--- src/rtl/led_drv_pkg.sv ---
// Shared types and default sizing for the LED shift-register driver.
// Build option LED_SHIFT_DRIVER_ACTIVE_LOW_EN is consumed by led_shift_driver.
package led_drv_pkg;

    typedef enum logic [1:0] {
        IDLE     = 2'd0,
        SHIFT_LO = 2'd1,
        SHIFT_HI = 2'd2,
        LATCH    = 2'd3
    } led_drv_state_t;

    localparam int LED_DRV_WIDTH   = 16;
    localparam int LED_DRV_CLK_DIV = 4;

endpackage

--- src/rtl/led_shift_tick.sv ---
// Phase divider: one-cycle phase_end strobe every CLK_DIV enabled cycles,
// held at zero while disabled so every phase starts from a fresh count.
module led_shift_tick #(
    parameter int CLK_DIV = 4
) (
    input  logic clk,
    input  logic rst_n,
    input  logic en,
    output logic phase_end
);

    localparam int DIV_W = (CLK_DIV > 1) ? $clog2(CLK_DIV) : 1;
    localparam logic [DIV_W-1:0] DIV_LAST = DIV_W'(CLK_DIV - 1);

    logic [DIV_W-1:0] div_cnt_r;

    // Divider count wraps on the strobe, so back-to-back phases restart at zero.
    always_ff @(posedge clk or negedge rst_n) begin
        if (!rst_n) begin
            div_cnt_r <= {DIV_W{1'b0}};
        end else if (!en) begin
            div_cnt_r <= {DIV_W{1'b0}};
        end else if (div_cnt_r == DIV_LAST) begin
            div_cnt_r <= {DIV_W{1'b0}};
        end else begin
            div_cnt_r <= div_cnt_r + DIV_W'(1);
        end
    end

    assign phase_end = en && (div_cnt_r == DIV_LAST);

endmodule

--- src/rtl/led_shift_driver.sv ---
// Serialises the LED bar onto a 74HC595-style chain whenever it changes.
// Define LED_SHIFT_DRIVER_ACTIVE_LOW_EN to drive inverted data (common-anode).
module led_shift_driver
    import led_drv_pkg::*;
#(
    parameter int WIDTH   = LED_DRV_WIDTH,
    parameter int CLK_DIV = LED_DRV_CLK_DIV
) (
    input  logic             clk,
    input  logic             rst_n,
    input  logic [WIDTH-1:0] led_in,
    output logic             ser_clk,
    output logic             ser_data,
    output logic             ser_latch,
    output logic             busy,
    output logic             frame_done
);

    localparam int CNT_W = $clog2(WIDTH);
    localparam logic [CNT_W-1:0] LAST_BIT = CNT_W'(WIDTH - 1);
`ifdef LED_SHIFT_DRIVER_ACTIVE_LOW_EN
    localparam logic DATA_INV = 1'b1;
`else
    localparam logic DATA_INV = 1'b0;
`endif

    led_drv_state_t   state_r, state_nxt_s;
    logic [WIDTH-1:0] shift_r, shift_nxt_s;
    logic [WIDTH-1:0] sent_r, sent_nxt_s;
    logic             sent_valid_r, sent_valid_nxt_s;
    logic [CNT_W-1:0] bit_cnt_r, bit_cnt_nxt_s;
    logic             ser_clk_r, ser_clk_nxt_s;
    logic             ser_data_r, ser_data_nxt_s;
    logic             ser_latch_r, ser_latch_nxt_s;
    logic             busy_r, busy_nxt_s;
    logic             frame_done_r, frame_done_nxt_s;
    logic             phase_end_s;
    logic             start_s;
    logic             last_bit_s;

    led_shift_tick #(.CLK_DIV(CLK_DIV)) u_tick (
        .clk       (clk),
        .rst_n     (rst_n),
        .en        (state_r != IDLE),
        .phase_end (phase_end_s)
    );

    // A lost sent_valid (after reset) forces a resend even of an unchanged bar.
    assign start_s    = !sent_valid_r || (led_in != sent_r);
    assign last_bit_s = (bit_cnt_r == LAST_BIT);

    // State register.
    always_ff @(posedge clk or negedge rst_n) begin
        if (!rst_n) begin
            state_r <= IDLE;
        end else begin
            state_r <= state_nxt_s;
        end
    end

    // Next-state logic.
    always_comb begin
        state_nxt_s = state_r;
        case (state_r)
            IDLE:     if (start_s)     state_nxt_s = SHIFT_LO; else state_nxt_s = IDLE;
            SHIFT_LO: if (phase_end_s) state_nxt_s = SHIFT_HI; else state_nxt_s = SHIFT_LO;
            SHIFT_HI: begin
                if (phase_end_s) begin
                    if (last_bit_s) state_nxt_s = LATCH; else state_nxt_s = SHIFT_LO;
                end else begin
                    state_nxt_s = SHIFT_HI;
                end
            end
            LATCH:    if (phase_end_s) state_nxt_s = IDLE; else state_nxt_s = LATCH;
            default:  state_nxt_s = IDLE;
        endcase
    end

    // Next values of the datapath and registered pins.
    always_comb begin
        shift_nxt_s      = shift_r;
        sent_nxt_s       = sent_r;
        sent_valid_nxt_s = sent_valid_r;
        bit_cnt_nxt_s    = bit_cnt_r;
        ser_clk_nxt_s    = ser_clk_r;
        ser_data_nxt_s   = ser_data_r;
        ser_latch_nxt_s  = ser_latch_r;
        busy_nxt_s       = busy_r;
        frame_done_nxt_s = 1'b0;
        case (state_r)
            IDLE: begin
                if (start_s) begin
                    shift_nxt_s      = led_in;
                    sent_nxt_s       = led_in;
                    sent_valid_nxt_s = 1'b1;
                    bit_cnt_nxt_s    = {CNT_W{1'b0}};
                    ser_clk_nxt_s    = 1'b0;
                    ser_data_nxt_s   = led_in[WIDTH-1] ^ DATA_INV;
                    busy_nxt_s       = 1'b1;
                end else begin
                    busy_nxt_s       = 1'b0;
                end
            end
            SHIFT_LO: begin
                if (phase_end_s) ser_clk_nxt_s = 1'b1; else ser_clk_nxt_s = 1'b0;
            end
            SHIFT_HI: begin
                if (phase_end_s) begin
                    ser_clk_nxt_s = 1'b0;
                    if (last_bit_s) begin
                        ser_latch_nxt_s = 1'b1;
                    end else begin
                        shift_nxt_s    = {shift_r[WIDTH-2:0], 1'b0};
                        ser_data_nxt_s = shift_r[WIDTH-2] ^ DATA_INV;
                        bit_cnt_nxt_s  = bit_cnt_r + CNT_W'(1);
                    end
                end else begin
                    ser_clk_nxt_s = 1'b1;
                end
            end
            LATCH: begin
                if (phase_end_s) begin
                    ser_latch_nxt_s  = 1'b0;
                    busy_nxt_s       = 1'b0;
                    frame_done_nxt_s = 1'b1;
                end else begin
                    ser_latch_nxt_s  = 1'b1;
                end
            end
            default: begin
                ser_clk_nxt_s   = 1'b0;
                ser_latch_nxt_s = 1'b0;
                busy_nxt_s      = 1'b0;
            end
        endcase
    end

    // Datapath and output pin registers.
    always_ff @(posedge clk or negedge rst_n) begin
        if (!rst_n) begin
            shift_r      <= {WIDTH{1'b0}};
            sent_r       <= {WIDTH{1'b0}};
            sent_valid_r <= 1'b0;
            bit_cnt_r    <= {CNT_W{1'b0}};
            ser_clk_r    <= 1'b0;
            ser_data_r   <= 1'b0;
            ser_latch_r  <= 1'b0;
            busy_r       <= 1'b0;
            frame_done_r <= 1'b0;
        end else begin
            shift_r      <= shift_nxt_s;
            sent_r       <= sent_nxt_s;
            sent_valid_r <= sent_valid_nxt_s;
            bit_cnt_r    <= bit_cnt_nxt_s;
            ser_clk_r    <= ser_clk_nxt_s;
            ser_data_r   <= ser_data_nxt_s;
            ser_latch_r  <= ser_latch_nxt_s;
            busy_r       <= busy_nxt_s;
            frame_done_r <= frame_done_nxt_s;
        end
    end

    assign ser_clk    = ser_clk_r;
    assign ser_data   = ser_data_r;
    assign ser_latch  = ser_latch_r;
    assign busy       = busy_r;
    assign frame_done = frame_done_r;

endmodule

--- config.mk ---
export PLATFORM = sky130hd
export DESIGN_NAME = led_shift_driver
export DESIGN_NICKNAME = d
export VERILOG_FILES = /design/src/rtl/led_drv_pkg.sv /design/src/rtl/led_shift_tick.sv /design/src/rtl/led_shift_driver.sv
export SDC_FILE = /design/constraint.sdc
export NUM_CORES = 1
export LEC_CHECK = 0
export ABC_AREA = 1
export BUFFER_PORTS_ARGS = -buffer_cell sky130_fd_sc_hd__buf_2
export CORE_MARGIN = 3
export CORE_UTILIZATION = 35
export DETAILED_ROUTE_END_ITERATION = 10
export PLACE_DENSITY = 0.61
export SLEW_MARGIN = 25
export SYNTH_ARGS = -nofsm -noshare
export SYNTH_HDL_FRONTEND = slang
export SYNTH_SLANG_ARGS = --single-unit
--- constraint.sdc ---
create_clock -name clk -period 4.3 [get_ports clk]
set_input_delay 0.43 -clock clk [delete_from_list [all_inputs] [get_ports clk]]
set_output_delay 0.43 -clock clk [all_outputs]
set_load 0.005 [all_outputs]
**Yosys cells after proc, flatten, opt, wreduce, memory -nomap -nowiden**

Cells that the tools add are included.

- Add/sub/neg operators: 2
- Eq/ne operators: 11
- Multiplexer cells: 31
- Reduce and logical (&&, ||, !) cells: 14

Operators with widths:

| cell | count |
|---|---|
| two-way mux 15 bit | 3 |
| one-hot mux 15 bit (2 select lines) | 1 |
| != test 16 bit | 1 |
| two-way mux 1 bit | 12 |
| two-way mux 2 bit | 6 |
| two-way mux 4 bit | 3 |
| != test 2 bit, second input constant | 5 |
| one-hot mux 2 bit (4 select lines) | 1 |
| one-hot mux 4 bit (2 select lines) | 1 |
| nonzero test 2 bit | 4 |
| == test 2 bit, second input constant | 3 |
| one-hot mux 1 bit (2 select lines) | 3 |
| AND reduction 2 bit | 3 |
| adder 4 x 1 -> 4 bit, second input constant | 1 |
| == test 4 bit, second input constant | 1 |
| AND reduction 4 bit | 1 |
| one-hot mux 1 bit (3 select lines) | 1 |
| AND reduction 3 bit | 1 |
| nonzero test 3 bit | 1 |
| adder 2 x 1 -> 2 bit, second input constant | 1 |
| == test 2 x 1 -> 1 bit, second input constant | 1 |
| logical NOT 2 bit | 1 |
| logical AND 1 bit | 1 |
| logical NOT 1 bit | 1 |
| logical OR 1 bit | 1 |

- Register bits: 45
- Input bits: 18
- Output and inout bits: 5
- Word-level logic and storage cells: 69

**Longest topological paths before layout**

Gate-level depths: netlist of the first run.

- Depth after elaboration: 4
- Depth in mapped cells: 11
- Mapped depth without buffers: 10

**Cells and area by module**

A second synthesis of the first run with hierarchy kept.

- Cell total of the unflattened synthesis: 314
- Area total of the unflattened synthesis: 2352.3 um^2

By module, submodules not included:

| module | instances | cells each | area each (um^2) | sequential area each (um^2) |
|---|---|---|---|---|
| led_shift_driver | 1 | 305 | 2264.7 | 1076.0 |
| led_shift_tick | 1 | 9 | 87.6 | 50.0 |

**Worst setup path after synthesis of the first run**

No wires, ideal clock.

- Kind: register to register
- Start: reg state_r[0]
- End: reg bit_cnt_r[0]
- Setup time: 117 ps
- Arrival time: 1394 ps
- Required time: 4183 ps
- Path slack: 2790 ps
- Stages on the path, launching flop included: 10
- Buffers on the path: 1
- Clock period less this slack: 1510 ps
- Cell sequence: dfrtp_1 > inv_1 > ha_1 > nor2_1 > nand3_1 > o21ai_1 > nand2_1 > buf_4 > nand2_1 > nand2_1

- Word-level cells in the longest chain between the ends: 4
- Elaborated cells between the ends (all ways): 10
- Classes of those cells: eq/ne: 4; mux: 1; reduce/logical: 5

RTL lines:

| element | line | text |
|---|---|---|
| start: declaration | led_shift_driver.sv:27 | `led_drv_state_t state_r, state_nxt_s;` |
| start signal: assignment | led_shift_driver.sv:57 | `state_r <= state_nxt_s;` |
| nonzero test 2 bit | led_shift_driver.sv:44 | `.en (state_r != IDLE),` |
| logical AND 1 bit | led_shift_tick.sv:30 | `assign phase_end = en && (div_cnt_r == DIV_LAST);` |
| != test 2 bit (no line) | -- |  |
| AND reduction 4 bit (no line) | -- |  |
| end signal: assignment | led_shift_driver.sv:144 | `bit_cnt_r <= {CNT_W{1'b0}};` |
| end signal: assignment | led_shift_driver.sv:154 | `bit_cnt_r <= bit_cnt_nxt_s;` |
| end: declaration | led_shift_driver.sv:31 | `logic [CNT_W-1:0] bit_cnt_r, bit_cnt_nxt_s;` |

Parallel ways exist; a longest one is shown, timed or not.
A chain may end at the register's enable or synchronous reset.

**Worst setup path after layout of the first run**

- Start: reg sent_r[6]
- End: reg bit_cnt_r[2]

- Word-level cells in the longest chain between the ends: 4

RTL lines:

| element | line | text |
|---|---|---|
| start: declaration | led_shift_driver.sv:29 | `logic [WIDTH-1:0] sent_r, sent_nxt_s;` |
| start signal: assignment | led_shift_driver.sv:142 | `sent_r <= {WIDTH{1'b0}};` |
| start signal: assignment | led_shift_driver.sv:152 | `sent_r <= sent_nxt_s;` |
| != test 16 bit | led_shift_driver.sv:49 | `assign start_s = !sent_valid_r \|\| (led_in != sent_r);` |
| logical OR 1 bit | led_shift_driver.sv:49 |  |
| != test 2 bit (no line) | -- |  |
| AND reduction 4 bit (no line) | -- |  |

Every way passes these cells.

==> flow_summary.toml, run 1 <==
[worst_setup_path]
crit_top_cell = "nand2_1"
path_cells = "xnor2_1 -> nand2_1 -> nor2_1 -> nand4_2 -> nand2_1 -> nand2_1 -> nand2_1"
regToRegStartpoint = "sent_r[6]"
critPathBufInv = 0
r2r_end = "bit_cnt_r[2]"
cp_slowest_stage_delay_ps = 740
crit_path_max_fanout = 23
cp-end-kind = "flop"
worstSetupPathType = "flop to flop"
reg2reg_depth = 7
cp_data_arrival_time_ps = 2650
cpLargestDelayFamily = "simple AND/OR/NAND/NOR gates"
slowest_stage = "nand2_1"
startpoint_type = "flop"
r2r_setup_slack_ps = 1870
crit_required_ps = 4520

[global_route]
grt.total_usage = 0.137
grt_pass1_wl_mm = 8.38
grt_max_degree = 46
grt_pass1_vias = 1827
antenna_found_initial = 0
grt-ovfl-total = 0

[sta]
period_minus_slack_ps = 2430
finalSetupViolCount = 0
slew_viol_final = 0
setup_tns_ps = 0
period_share = 0.564
maxSlewHeadroom = 0.561
worstMarginPinSlew_ps = 657
fmax_ghz = 0.412
rsz0062_at_grt = "no"
hold_violations = 0
skew_ps = 9.70

[placement]
portBuffers = 22
gp_congestion = 0.796
hpwl_mm = 3.33

[route]
post_drt_wl_per_cell_um = 11.7
drt_iter0_drc = 104
routed_via_density = 4.65
routed_wl_mm = 4.76
first_pass_iters = 4
num_vias = 1899
drtAntennaViolNets = 0
drc = 0

[synth]
post-synth-top-area-cell = "dfrtp_1"
synth_edf_count = 0
syn-num-nets = 336
yosysMostFrequentCell = "nand2_1"
yosysUniqueCellTypes = 27
synthesis.area_um2 = 2370
seq_area_frac_synth = 0.476
synth_top_cell_area_share = 0.476
synth.avg_cell_area_um2 = 7.58
netlist_instances = 312
yosys-top-cells-area = "dfrtp_1, nand2_1, inv_1"
synthArstFlopShare = 1.00
ys_seq_elements = 45
ys_warn_count = 0
synth_common_cells = "nand2_1, dfrtp_1, inv_1"
yosys_most_used_dff = "dfrtp_1"

[clock_network]
cts_setup_buffers = 0
post_cts_resized = 0
clock_latency_ps = 290
clock_path_buffers = 2
ctsHoldBuffers = 0
numCtsBuffers = 5
cts_tree = "built"
htree_levels = 2
path_clk_slew_ps = 90
clock_sinks = 45
cts_root_buffer = "clkbuf_8"

[final_layout]
num_antenna_cells = 0
syn2layout_area_growth_pct = 10.2
layout-drive-gt1-share = 0.118
fillers = 684
fin_nets = 354
multi_input_area_um2 = 1020
utilization = 0.404
final-seq-area_um2 = 1130

[floorplan]
die_w_um = 88.2
core_area_um2 = 6460
die_area_um2 = 7780
die_height_um = 88.2
rows = 29
initial_core_util = 0.366
ios = 23

[run_status]
status = "finished clean"

[worst_hold_path]
min_path_type = "primary input to async pin"

[pwr]
leakagePower_nw = 1.36
cellPowerDensity_nw_per_um2 = 286
vdd_drop_max_v = 0.000157

[job]
drv_cap = 0
[state kept, by name, summed over array words and instances, names as in the netlist]
register,flops
ser_clk,1
frame_done,1
ser_data,1
u_tick.div_cnt_r,2
sent_valid_r,1
bit_cnt_r,4
shift_r,15
sent_r,16
state_r,2
ser_latch,1
busy,1
[report_power, final]
part           internal [mW]  total [mW]  switching [mW]
Combinational         0.0131      0.0379          0.0248
Sequential             0.423       0.423               0
Clock                  0.145       0.286           0.141
Total                  0.581       0.747           0.165
[worst register-to-register path: stages, from the launching register on]
cell and delay, ps:
dfrtp_1 390, xnor2_1 150, nand2_1 80, nor2_1 260, nand4_2 540, nand2_1 740
nand2_1 120, nand2_1 80
[cells by family (layout without fill, tap and decap cells)]
group,count (synthesis),after routing,share of synthesized area
fa+ha+maj,6,6,0.0317
flops,45,45,0.476
xor+xnor,6,6,0.0222
compound gates,43,43,0.0925
simple gates,162,162,0.283
buf+inv,50,69,0.0941
[metrics by stage]
step	power [mW]	area, um^2	std cells	setup WS, ps	hold slack, ps
after detailed placement	0.470	2510	400	1700	430
after global placement	0.470	2500	400	1710	425
after CTS	0.758	2610	408	1860	161
after floorplan	0.447	2370	312	2790	134
final	0.747	2610	408	1870	139
after global routing	0.781	2610	408	1580	171
[worst max-delay path by stage]
stage	from	endpoint	slack (ps)	depth (start not counted)
floorplan	state_r[0]	bit_cnt_r[0]	2790	9
global placement	led_in[6]	shift_r[12]	1710	8
detailed placement	led_in[6]	shift_r[5]	1700	8
CTS	sent_r[6]	shift_r[11]	1860	7
global route	sent_r[8]	bit_cnt_r[3]	1580	7
finish	sent_r[6]	bit_cnt_r[2]	1870	7
[placed cells by master (no fill, tap or decap), types with 6 or more instances in the layout]
cell type / count
nand2_1: 113
dfrtp_1: 45
inv_1: 36
o21ai_0: 25
nand3_1: 23
buf_2: 21
nor2_1: 16
o21ai_1: 13
clkbuf_8: 7
ha_1: 6
[area by class of cell]
type | count | share of cell area
Clock buffer | 7 | 0.0369
Clock inverter | 1 | 0.00192
Inverter | 37 | 0.0533
Multi-Input combinational cell | 217 | 0.390
Sequential cell | 45 | 0.432
Tap cell | 77 | 0.0369
Timing Repair Buffer | 24 | 0.0489
[layer usage]
layer,global-route usage,part of all wire,up-vias
met5,0,0,-
met4,0.0536,0.021,0
met3,0.0251,0.030,6
met2,0.212,0.44,27
met1,0.190,0.51,859
li1,-,-,1007
Power figures use the tool's default switching activity.
==> run 2: changes to the inputs <==
--- a/config.mk
+++ b/config.mk
@@ -5,7 +5,7 @@
 export SDC_FILE = /design/constraint.sdc
 export NUM_CORES = 1
 export LEC_CHECK = 0
-export ABC_AREA = 1
+export ABC_AREA = 0
 export BUFFER_PORTS_ARGS = -buffer_cell sky130_fd_sc_hd__buf_2
 export CORE_MARGIN = 3
 export CORE_UTILIZATION = 35
==> constraint.sdc (replaced) <==
create_clock -name clk -period 2.4 [get_ports clk]
set_input_delay 0.24 -clock clk [delete_from_list [all_inputs] [get_ports clk]]
set_output_delay 0.24 -clock clk [all_outputs]
set_load 0.005 [all_outputs]
==> run 2 against run 1 <==
  * Critical path type unchanged
  * Global-route usage is 1.2 points lower
  * Area after synthesis decreased by 3.7%
  * Combinational power grew to 2.9 times the previous value
  * Synthesized cell count fell by 42%
  * Design area increased by 0.67%
  * Worst setup slack worse by 1600 ps
  * Power increased by 85%
  * Cell count decreased by 29%
  * Register-to-register slack got worse by 1600 ps
  * Worst hold slack better by 70 ps
  * Clock-buffer cell count fell by 2
==> flow_summary.toml, run 2 <==
[run_status]
status = "finished clean"

[clock_network]
path_clk_slew_ps = 90
numCtsBuffers = 5
htree_levels = 2
clock_latency_ps = 300
cts_root_buffer = "clkbuf_8"
cts_tree = "built"
clock_sinks = 45
clock_path_buffers = 2

[sta]
fmax_ghz = 0.468
period_share = 0.891
setup_tns_ps = 0
rsz0062_at_grt = "no"
skew_ps = 4.92
hold_violations = 0
worstMarginPinSlew_ps = 477
finalSetupViolCount = 0
setup_ws_ps = 262
period_minus_slack_ps = 2140
maxSlewHeadroom = 0.679
slew_viol_final = 0
fin_hold_ws_ps = 209

[floorplan]
rows = 28
die_height_um = 86.7
die_area_um2 = 7510
ios = 23
die_w_um = 86.7
core_area_um2 = 6100
initial_core_util = 0.374

[worst_hold_path]
min_from = "led_in[3]"
min_path_type = "primary input to flop"
hold_end = "sent_r[3]"
hold_depth = 2

[global_route]
grtUsageMet3 = 0.0409
grt.busiest_layer = "met2"
use_met1 = 0.173
grt.total_usage = 0.125
gr-usage-met2 = 0.183
grt_max_degree = 29
grt-ovfl-total = 0
antenna_found_initial = 0
grt_pass1_vias = 1407
grt_pass1_wl_mm = 7.08

[synth]
ys_warn_count = 0
post-synth-top-area-cell = "dfrtp_1"
synth_top_family_by_area = "multiplexers"
yosysMostFrequentCell = "dfrtp_1"
synth_common_cells = "dfrtp_1, mux2_2, xor2_1"
yosysUniqueCellTypes = 32
yosys.area_share.simple = 0.0725
synth_compound_gate_area_share = 0.0610
seq_area_frac_synth = 0.494
synthArstFlopShare = 1.00
synth_xor_area_frac = 0.0692
netlist_instances = 181
synth_mux_area_frac = 0.245
synth_top_cell_area_share = 0.494
synthesis.area_um2 = 2280
synth.avg_cell_area_um2 = 12.6
syn-num-nets = 205
synth_fa_ha_area_frac = 0.0329
synth_edf_count = 0
ys_seq_elements = 45
yosys-top-cells-area = "dfrtp_1, mux2_2, xor2_1"
yosys_most_used_dff = "dfrtp_1"

[placement]
place_area_um2 = 2510
gp_congestion = 0.736
hpwl_mm = 3.10
dp_slack_ps = 67.0
portBuffers = 22

[final_layout]
layout-drive-gt1-share = 0.423
utilization = 0.431
top_regs = "sent_r x16, shift_r x15, bit_cnt_r x4"
final_cell_mix = "dfrtp_1, mux2_2, buf_2"
largest_register_ffs = 16
multi_input_area_um2 = 1100
num_antenna_cells = 0
fillers = 598
regMostFlops = "sent_r"
final_common_cell = "dfrtp_1"
design_area_um2 = 2630
final-seq-area_um2 = 1130
fin_nets = 238
syn2layout_area_growth_pct = 15.2

[worst_setup_path]
crit_path_max_fanout = 9
reg2reg_depth = 6
cp-end-kind = "flop"
cpLargestDelayFamily = "simple AND/OR/NAND/NOR gates"
startpoint_type = "flop"
path_cells = "xor2_1 -> nor4_1 -> nand3_1 -> o21ai_0 -> buf_4 -> mux2_2"
worstSetupPathType = "flop to flop"
cp_slowest_stage_delay_ps = 470
critPathBufInv = 1
r2r_end = "sent_r[0]"
cp_data_arrival_time_ps = 2330
regToRegStartpoint = "sent_r[14]"
r2r_setup_slack_ps = 260
slowest_stage = "nor4_1"
crit_required_ps = 2590

[route]
first_pass_iters = 3
num_vias = 1409
routed_via_density = 4.86
post_drt_wl_per_cell_um = 14.7
routed_wl_mm = 4.26
drt_iter0_drc = 61
drtAntennaViolNets = 0
drc = 0

[pwr]
leakagePower_nw = 1.16
cellPowerDensity_nw_per_um2 = 527
vdd_drop_max_v = 0.000358

[job]
drv_cap = 0
## run 2: cell types whose count changed in the layout (fill, tap and decap cells not counted), sizes merged, moves of 4 or more
cell | previous run | this run
xor2 | 1 | 17
xnor2 | 5 | 1
nand2 | 114 | 6
nor2 | 18 | 6
nand3 | 24 | 4
buf | 24 | 31
mux2 | 0 | 47
inv | 37 | 6
o21ai | 38 | 7
## run 2: per-layer routing
metal / vias up / routed length [um]
li1: 702 / -
met1: 686 / 2100
met2: 19 / 1960
met3: 2 / 164
met4: 0 / 38
met5: - / 0
## run 2: worst register-to-register path, cell delays in order (launching register included)
cell and delay [ps]:
dfrtp_1 390, xor2_1 160, nor4_1 470, nand3_1 160
o21ai_0 260, buf_4 240, mux2_2 360
## run 2: final cells by class
type	instances	area share
Inverter	6	0.00858
Tap cell	75	0.0357
Multi-Input combinational cell	124	0.418
Clock inverter	3	0.00667
Timing Repair Buffer	32	0.0763
Clock buffer	5	0.0262
Sequential cell	45	0.429
## run 2: kinds of logic (layout without fill, tap and decap cells)
| logic type | count (synthesis) | count (layout) |
|---|---|---|
| AOI/OAI and AO/OA | 21 | 21 |
| xor gates and xnor gates | 18 | 18 |
| adders and majority gates | 6 | 6 |
| buffers and inverters | 12 | 46 |
| DFF | 45 | 45 |
| muxes | 47 | 47 |
| and+or+nand+nor | 32 | 32 |
## run 2: timing repair
item,4_1_cts,5_1_grt
hold endpoints to repair,17,0
buffers inserted,0,1
endpoints found under the setup margin,0,15
resized for setup,0,0
hold buffers,1,0
## run 2: per-stage QoR
stage / cells / power, mW
global placement: 280 / 0.925
CTS: 289 / 1.41
floorplan: 181 / 0.872
global route: 290 / 1.46
finish: 290 / 1.38
detailed placement: 280 / 0.928
## run 2: worst max-delay path by stage
| stage | startpoint | cells past startpoint | to | slack, ps |
|---|---|---|---|---|
| floorplan | state_r[0] | 6 | shift_r[10] | 360 |
| global placement | state_r[0] | 7 | shift_r[2] | 120 |
| detailed placement | state_r[0] | 7 | shift_r[1] | 70 |
| CTS | state_r[0] | 7 | shift_r[4] | 60 |
| global route | sent_r[8] | 6 | sent_r[13] | 30 |
| finish | sent_r[14] | 6 | sent_r[0] | 260 |
## run 2: power by group
group | switching [mW] | internal [mW]
sequential | 0.0163 | 0.785
clock | 0.270 | 0.201
combinational | 0.0516 | 0.0586
total | 0.338 | 1.04
==> run 3: changes to the inputs <==
--- a/config.mk
+++ b/config.mk
@@ -10,7 +10,7 @@
 export CORE_MARGIN = 3
 export CORE_UTILIZATION = 35
 export DETAILED_ROUTE_END_ITERATION = 10
-export PLACE_DENSITY = 0.61
+export PLACE_DENSITY = 0.63
 export SLEW_MARGIN = 25
 export SYNTH_ARGS = -nofsm -noshare
 export SYNTH_HDL_FRONTEND = slang
==> constraint.sdc (replaced) <==
create_clock -name clk -period 1.73 [get_ports clk]
set_input_delay 0.173 -clock clk [delete_from_list [all_inputs] [get_ports clk]]
set_output_delay 0.173 -clock clk [all_outputs]
set_load 0.005 [all_outputs]
==> run 3 against run 2 <==
  * The flow now finishes with violations (setup timing)
  * Power increased by 51%
  * Combinational power grew 83%
  * Worst hold slack worse by 57 ps
  * First-iteration DRC count grew 4.9%
  * Clock skew increased by 4.6 ps
  * Largest cell class is now multi-input gates
  * Highest routed layer unchanged
==> flow_summary.toml, run 3 (synthesis gave the netlist of run 2 again) <==
[run_status]
status = "finished with violations"
violations = "setup timing"

[sta]
worstMarginPinSlew_ps = 567
slew_viol_final = 0
fmax_ghz = 0.522
setup_ws_ps = -186
finalSetupViolCount = 26
maxSlewHeadroom = 0.622
hold_violations = 0
rsz0062_at_grt = "yes"
period_share = 1.11
skew_ps = 9.49
period_minus_slack_ps = 1920

[final_layout]
syn2layout_area_growth_pct = 33.4
regMostFlops = "sent_r"
largest_register_ffs = 16
final_common_cell = "dfrtp_1"
fin_nets = 271
fillers = 563
num_antenna_cells = 0
layout-drive-gt1-share = 0.563
top_regs = "sent_r x16, shift_r x15, bit_cnt_r x4"
finalNonFillerCells = 322
final_cell_mix = "dfrtp_1, buf_4, mux2_2"

[placement]
dp_cells = 313
gp_congestion = 0.773
portBuffers = 22
dp_slack_ps = -282
hpwl_mm = 3.35

[worst_setup_path]
r2r_setup_slack_ps = -190
critPathBufInv = 2
startpoint_type = "flop"
slowest_stage = "dfrtp_1"
reg2reg_depth = 7
cp-end-kind = "flop"
crit_required_ps = 1910
r2r_end = "shift_r[13]"
worstSetupPathType = "flop to flop"
cp_slowest_stage_delay_ps = 390
crit_start = "sent_r[14]"
path_cells = "xor2_1 -> nor4_1 -> buf_4 -> and3_4 -> a31oi_4 -> buf_12 -> mux2_4"
cp.depth = 7
crit_end = "shift_r[13]"
cp_data_arrival_time_ps = 2090
regToRegStartpoint = "sent_r[14]"
cpLargestDelayFamily = "simple AND/OR/NAND/NOR gates"
crit_path_max_fanout = 17

[route]
drc = 0
routed_wl_mm = 4.64
drtAntennaViolNets = 0
routed_via_density = 4.84
first_pass_iters = 4
post_drt_wl_per_cell_um = 14.4
num_vias = 1558
drt_iter0_drc = 64

[floorplan]
rows = 28
die_height_um = 86.7
ios = 23
core_area_um2 = 6100
die_w_um = 86.7
initial_core_util = 0.374
die_area_um2 = 7510

[job]
drv_cap = 0

[global_route]
grt_max_degree = 46
antenna_found_initial = 0
grt.total_usage = 0.140
grt-ovfl-total = 0
grt_pass1_wl_mm = 8.19
grt_pass1_vias = 1751

[clock_network]
clock_sinks = 45
numCtsBuffers = 5
htree_levels = 2
path_clk_slew_ps = 80
clock_latency_ps = 300
cts_tree = "built"
clock_path_buffers = 2
cts_root_buffer = "clkbuf_8"

[pwr]
cellPowerDensity_nw_per_um2 = 689
leakagePower_nw = 1.40
vdd_drop_max_v = 0.000440

[worst_hold_path]
min_from = "led_in[7]"
min_path_type = "primary input to flop"
-- run 3: cell count changes in the layout (fill, tap and decap cells not counted), sizes merged --
cell      delta
buf         +33
bufinv       +1
clkinv       -1
clkinvlp     -1
-- run 3: layout make-up --
type	instances	area (um^2)	share of cell area
sequential	45	1130	0.371
multi-input combinational	124	1230	0.406
tap	75	93.8	0.0309
clock inverter	2	35.0	0.0115
inverter	6	22.5	0.00741
clock buffer	5	68.8	0.0226
timing repair buffer	65	459	0.151
-- run 3: what timing repair did --
| item | 4_1_cts | 5_1_grt |
|---|---|---|
| pin swaps | 5 | 7 |
| endpoints found under the hold margin | 45 | 0 |
| hold buffers | 1 | 0 |
| endpoints found under the setup margin | 29 | 31 |
| buffers inserted | 2 | 1 |
| gates resized for setup | 13 | 12 |
-- run 3: worst min path at each step --
| stage | slack [ps] | depth (start not counted) | to |
|---|---|---|---|
| 5_1_grt | 160 | 2 | sent_r[7] |
| 3_3_place_gp | 290 | 2 | sent_r[3] |
| 2_1_floorplan | -120 | 0 | bit_cnt_r[0] |
| 6_report | 150 | 2 | sent_r[7] |
| 4_1_cts | 140 | 2 | sent_r[7] |
| 3_5_place_dp | 290 | 2 | sent_r[11] |
-- run 3: report_power, final --
group | switching, mW | internal (mW)
sequential | 0.0260 | 1.09
clock | 0.357 | 0.420
combinational | 0.0853 | 0.115
-- run 3: metal layers --
| layer | part of all wire | up-vias | routed length (um) | GRT usage |
|---|---|---|---|---|
| met5 | 0 | - | 0 | 0 |
| met4 | 0.011 | 0 | 51 | 0.0425 |
| li1 | - | 769 | - | - |
| met1 | 0.47 | 765 | 2160 | 0.171 |
| met2 | 0.49 | 19 | 2290 | 0.243 |
| met3 | 0.031 | 5 | 145 | 0.0314 |
-- run 3: per-stage QoR --
stage | power, mW | util | setup TNS [ps] | area, um^2 | hold slack [ps]
final | 2.09 | 0.499 | -3880 | 3040 | 153
after global routing | 2.17 | 0.499 | -5390 | 3040 | 164
after CTS | 2.12 | 0.493 | -3090 | 3000 | 144
after detailed placement | 1.32 | 0.461 | -6690 | 2810 | 291
after global placement | 1.32 | 0.461 | -5900 | 2810 | 290
after floorplan | 1.22 | - | -2220 | 2320 | -123
